$ cat config.mk
export PLATFORM = sky130hd
export DESIGN_NAME = alarm_control_sch
export DESIGN_NICKNAME = d
export VERILOG_FILES = /design/src/rtl/alarm_control_sch_pkg.sv /design/src/rtl/alarm_control_sch_key_edge_det.sv /design/src/rtl/alarm_control_sch.sv
export SDC_FILE = /design/constraint.sdc
export NUM_CORES = 1
export LEC_CHECK = 0
export ABC_AREA = 1
export CAP_MARGIN = 10
export CORE_AREA = 2 2 39 41
export DETAILED_ROUTE_END_ITERATION = 8
export DIE_AREA = 0 0 41 43
export SLEW_MARGIN = 0
export SYNTH_ARGS = -nofsm -noshare
export SYNTH_HDL_FRONTEND = slang
export SYNTH_SLANG_ARGS = --single-unit
$ cat constraint.sdc
create_clock -name CLK -period 0.9 [get_ports CLK]
set_input_delay 0.18 -clock CLK [delete_from_list [all_inputs] [get_ports CLK]]
set_output_delay 0.18 -clock CLK [all_outputs]
set_load 0.02 [all_outputs]
$ cat src/rtl/alarm_control_sch_pkg.sv
// rtl/alarm_control_sch_pkg.sv - shared mode encoding for the alarm-setting controller
package alarm_control_sch_pkg;

  typedef enum logic [1:0] {
    IDLE      = 2'd0,
    SET_HOUR  = 2'd1,
    SET_MIN   = 2'd2,
    SET_ONOFF = 2'd3
  } mode_e;

  // Modes form a ring, so the 2-bit increment wraps SET_ONOFF back to IDLE.
  function automatic mode_e next_mode(input mode_e m);
    return mode_e'(m + 2'd1);
  endfunction

endpackage

$ cat src/rtl/alarm_control_sch_key_edge_det.sv
// rtl/alarm_control_sch_key_edge_det.sv - rising-edge detector for one debounced key
module key_edge_det (
  input  logic clk,
  input  logic resetn,
  input  logic key,
  output logic rise
);

  logic prev;

  // History loads the live key during reset too, so a key held through reset is not a press.
  always_ff @(posedge clk) begin
    if (!resetn) begin
      prev <= key;
    end else begin
      prev <= key;
    end
  end

  assign rise = key & ~prev;

endmodule

$ cat src/rtl/alarm_control_sch.sv
// rtl/alarm_control_sch.sv - alarm mode FSM issuing hour/minute strobes and the enable flag
module alarm_control_sch
  import alarm_control_sch_pkg::*;
#(
  parameter logic ONOFF_INIT = 1'b0
) (
  input  logic CLK,
  input  logic RST,
  input  logic SW_F1,
  input  logic SW_F2,
  output logic ALM_HOUR,
  output logic ALM_MIN,
  output logic ALM_ONOFF
);

  logic  f1_rise;
  logic  f2_rise;
  mode_e mode_q;
  mode_e mode_d;
  logic  hour_d;
  logic  min_d;
  logic  onoff_d;

  key_edge_det u_f1_edge (
    .clk    (CLK),
    .resetn (RST),
    .key    (SW_F1),
    .rise   (f1_rise)
  );

  key_edge_det u_f2_edge (
    .clk    (CLK),
    .resetn (RST),
    .key    (SW_F2),
    .rise   (f2_rise)
  );

  always_ff @(posedge CLK) begin
    if (!RST) begin
      mode_q    <= IDLE;
      ALM_HOUR  <= 1'b0;
      ALM_MIN   <= 1'b0;
      ALM_ONOFF <= ONOFF_INIT;
    end else begin
      mode_q    <= mode_d;
      ALM_HOUR  <= hour_d;
      ALM_MIN   <= min_d;
      ALM_ONOFF <= onoff_d;
    end
  end

  // A mode-key press wins over a simultaneous action-key press.
  always_comb begin
    mode_d  = mode_q;
    hour_d  = 1'b0;
    min_d   = 1'b0;
    onoff_d = ALM_ONOFF;
    if (f1_rise) begin
      mode_d = next_mode(mode_q);
    end else if (f2_rise) begin
      case (mode_q)
        SET_HOUR:  hour_d  = 1'b1;
        SET_MIN:   min_d   = 1'b1;
        SET_ONOFF: onoff_d = ~ALM_ONOFF;
        default:   ;
      endcase
    end
  end

endmodule

# Word-level counts from Yosys, hierarchy flattened
# Cells that the tools add are included.
word_totals:
  mem_count: 0
  wordCells: 22
  mem_bits_ro: 0
  out_inout_bits: 3
  ff_bits: 7
  latch_bits: 0
  ramBits: 0
op_classes:
  n_eq_ne: 3
  div: 0
  addsub: 1
  n_bitwise: 8
  n_shift: 0
  mux: 2
  n_reduce_logical: 2
  magnitude_cmp: 0
  n_mul: 0
op_table:
  columns: ["op", "n"]
  rows:
  - ["NOT 1 bit", 6]
  - ["== test 2 bit, second input constant", 2]
  - ["AND reduction 3 bit", 1]
  - ["OR reduction 3 bit", 1]
  - ["adder 2 x 1 -> 2 bit, second input constant", 1]
  - ["bitwise AND 1 bit", 2]
  - ["== test 2 x 1 -> 1 bit, second input constant", 1]
  - ["two-way mux 1 bit", 2]

# Logic depth before layout (Yosys ltp)
logic_depth:
  depth_word: 4
  mapped_depth: 6
  ltp_nobuf: 6

# Modules after synthesis
# From an unflattened synthesis, not the netlist that was laid out.
hier_totals:
  hier_cells: 34
  hier_area_um2: 286.5
modules_own_cells:
  columns: ["mod", "cells_per_inst", "instances", "seq_area_each_um2", "area_each_um2"]
  rows:
  - ["alarm_control_sch", 28, 1, 100.1, 226.5]
  - ["key_edge_det", 3, 2, 20.0, 30.0]

# Worst setup path after synthesis
# OpenSTA, ideal clock, no wires.
synth_path:
  kind: "register -> register"
  startpoint: "register mode_q[0]"
  endpoint: "register mode_q[1]"
  setup_ns: 0.070
  arrival_ns: 0.768
  required_time_ns: 0.830
  path_stages_with_launch: 4
  setup_slack_ns: 0.062
  cell_sequence: "dfxtp_1 -> inv_1 -> ha_1 -> a21oi_1"
synth_between:
  elab_chain_cells: 1
synth_lines:
  columns: ["element", "line_no", "source"]
  rows:
  - ["start: declaration", "alarm_control_sch.sv:18", "mode_e mode_q;"]
  - ["start signal: assignment", "alarm_control_sch.sv:45", "mode_q <= mode_d;"]
  - ["adder 2 x 1 -> 2 bit", "alarm_control_sch_pkg.sv:13", "return mode_e'(m + 2'd1);"]
# No other way between the ends.
# A chain may end at the register's enable or synchronous reset.

# Worst setup path in the final report
layout_path:
  startpoint: "register ALM_ONOFF"
  endpoint: "output ALM_ONOFF"
layout_lines:
  columns: ["element", "line_no", "source"]
  rows:
  - ["start: declaration", "alarm_control_sch.sv:13", "output logic ALM_ONOFF"]
  - ["start signal: assignment", "alarm_control_sch.sv:48", "ALM_ONOFF <= onoff_d;"]
# No word-level cell between the ends.

==> run summary <==
status - finished, final reports clean
Setup TNS Final - 0 ns
all-layer global routing usage - 7.638%
number of buffers added on ports - 6
drt total wl - 499 um
Critical Path RT - 0.72 ns
die area - 1763 um^2
synthesized flop and latch total - 7
FP Rows - 14
Slew HR - 90.01%
Die H - 43 um
Cell variety after synth - 14
PD cells - 1553 nW/um^2
Clock transition at path regs - 0.05 ns
Leak - 0.0002057 uW
WP data arrival - 0.70 ns
number of stages on the worst setup path - 1
post-placement cell count - 56
reg-to-reg critical path startpoint - mode_q[0]$_SDFFE_PN0P_
Critical path buffers and inverters - 1
Crit Path Class - reg2out
delay-heaviest family, CP - flip-flops
Detail Route Antenna Nets - 0
antenna cell count - 0
Clk pwr share - 41.6%
reg2reg setup slack - 0.04 ns
post-route clock skew - 0.004306 ns
worst reg2reg endpoint - mode_q[1]$_SDFFE_PN0P_
crit path time final - 0.8757 ns
Net Sw Frac - 24.31%
global-route wire length before repair - 821 um
P_sw - 168.7 uW
endpoint type of the worst setup path - primary output
Seq/Total Area, Yosys - 47.66%
Tightest Pin Transition - 0.1483 ns
Worst Hold Class - in2reg
Final WS setup - 0.02425 ns
Mapped Cells - 33
DR DRC count - 0
peak supply drop - 0.0004085 V
routability cong. - 0.7480
CTS H-Tree Depth - 1
fin cells - 60
fin area - 446.7 um^2
worst setup path start - ALM_ONOFF$_SDFFE_PN0P_
Final nets - 52
CP max FO - 2
grt ovf - 0
RSZ-0062 raised after global routing - yes
vias - 229
Mean Syn Cell Area - 8.910 um^2
Placement Setup Slack - -0.2324 ns
routed vias/inst - 3.817
Int Pwr - 525.2 uW
CTS tree - built
fmax - 1142 MHz
Area Growth Syn to Fin - 51.91%
syn nets - 40
Max-Cap Viols - 0
DR iter-0 viols - 0
Placed Area - 381.6 um^2
Setup Buffers After CTS - 0
core area - 1384 um^2
DR pass1 iterations - 1
die width - 41 um
I/O pins - 7
clock root cell - clkbuf_4
Comb pwr share - 10.0%
vias in the first global route - 213
clk buf depth - 2
share of post-route cells with drive strength above 1 - 40.91%
Fin. Hold Viols - 0
worst-case reg-to-reg path depth - 3
initial antenna violation count - 0
WL/cell - 8.317 um
synthesized area - 294.0 um^2
CTS buffer count - 3
clk sinks - 7
Seq pwr share - 48.4%
# setup viols final - 0
Clock Latency Late Sink - 0.25 ns
max-slew violations - 0
Final Cycle Share - 97.31%
Crit path largest cell delay - 0.32 ns
Starting Density - 21.25%
Syn. warnings - 0
total power - 693.9 uW
critical-path cell with the highest stage delay - dfxtp_2
largest net degree at the start of global routing - 7
DP HPWL - 358 um
cell chain of the critical path - buf_6
startpoint types - register
Critical Path End - ALM_ONOFF
## power groups by stage
stage,Clock (uW),Sequential (uW),Combinational [uW]
2_1_floorplan,0,339,33.6
3_3_place_gp,0,338,59.3
3_5_place_dp,0,339,61.1
4_1_cts,298,333,60.5
5_1_grt,320,338,80.0
6_report,289,336,69.6
## kinds of logic after synthesis
kind of cell | count (synthesis) | share of synthesized area (%)
compound gates | 4 | 6.805
simple gates | 10 | 21.28
buf+inv | 9 | 11.49
fa+ha+maj | 3 | 12.77
flops | 7 | 47.66
## synthesized netlist by cell type
master | instances | area [um^2]
inv_1 | 8 | 30.03
o21ai_1 | 1 | 5.000
inv_2 | 1 | 3.750
nand4_1 | 1 | 6.260
nand3_2 | 1 | 10.01
ha_1 | 3 | 37.54
o21ai_0 | 1 | 5.000
nor2_1 | 3 | 11.26
nand2_1 | 2 | 7.510
nand2_4 | 1 | 11.26
nand3_1 | 1 | 5.000
nor2_4 | 1 | 11.26
dfxtp_1 | 7 | 140.1
a21oi_1 | 2 | 10.01
## stage by stage
| stage | hold slack, ns | utilization [%] |
|---|---|---|
| after floorplan | 0.2077 | - |
| after global placement | 0.5131 | 27.58 |
| after detailed placement | 0.5243 | 27.58 |
| after CTS | 0.3993 | 29.02 |
| after global routing | 0.07824 | 32.28 |
| final | 0.08283 | 32.28 |
## how the worst min path moves through the flow
stage                            from                      to  slack (ns)  depth (start not counted)
3_5_place_dp   mode_q[0]$_SDFFE_PN0P_  mode_q[0]$_SDFFE_PN0P_        0.52                          2
6_report                        SW_F2  u_f2_edge.prev$_DFF_P_        0.08                          1
4_1_cts                         SW_F2  u_f2_edge.prev$_DFF_P_        0.40                          1
3_3_place_gp   mode_q[0]$_SDFFE_PN0P_  mode_q[0]$_SDFFE_PN0P_        0.51                          2
2_1_floorplan                   SW_F1  u_f1_edge.prev$_DFF_P_        0.21                          0
5_1_grt                         SW_F2  u_f2_edge.prev$_DFF_P_        0.08                          1
## placed cells by master (no fill, tap or decap)
| master | instances |
|---|---|
| a21oi_1 | 1 |
| a21oi_2 | 1 |
| buf_4 | 3 |
| buf_6 | 1 |
| clkbuf_1 | 1 |
| clkbuf_4 | 3 |
| clkdlybuf4s50_1 | 1 |
| dfxtp_1 | 4 |
| dfxtp_2 | 1 |
| dfxtp_4 | 2 |
| dlymetal6s2s_1 | 2 |
| ha_1 | 1 |
| ha_4 | 2 |
| inv_1 | 7 |
| inv_2 | 2 |
| nand2_1 | 2 |
| nand2_4 | 1 |
| nand3_1 | 1 |
| nand3_2 | 1 |
| nand4_1 | 1 |
| nor2_1 | 3 |
| nor2_4 | 1 |
| o21ai_0 | 1 |
| o21ai_1 | 1 |
## metal layers
metal	wire length (um)	GRT usage [%]	share of wire, %	up-vias
li1	-	-	-	121
met5	0	0	0	-
met1	208	9.355	42	99
met2	224	7.813	45	7
met4	18	8.000	3.6	0
met3	47	5.236	9.4	2
## registers in the layout (all words and copies together), names as in the netlist
| signal | count |
|---|---|
| ALM_ONOFF | 1 |
| u_f2_edge.prev | 1 |
| mode_q | 2 |
| ALM_HOUR | 1 |
| u_f1_edge.prev | 1 |
| ALM_MIN | 1 |
## final cells by class
type	count	area, um^2
multi-input combinational	17	148.9
tap	16	20.02
inverter	9	33.78
clock buffer	4	26.28
timing repair buffer	7	68.82
sequential	7	148.9
fill	146	937.1
## what timing repair did
item,CTS,global route
hold buffers,0,0
resized for setup,16,12
pin swaps,0,2
endpoints found under the setup margin,4,6
(Power assumes the default switching activity.)
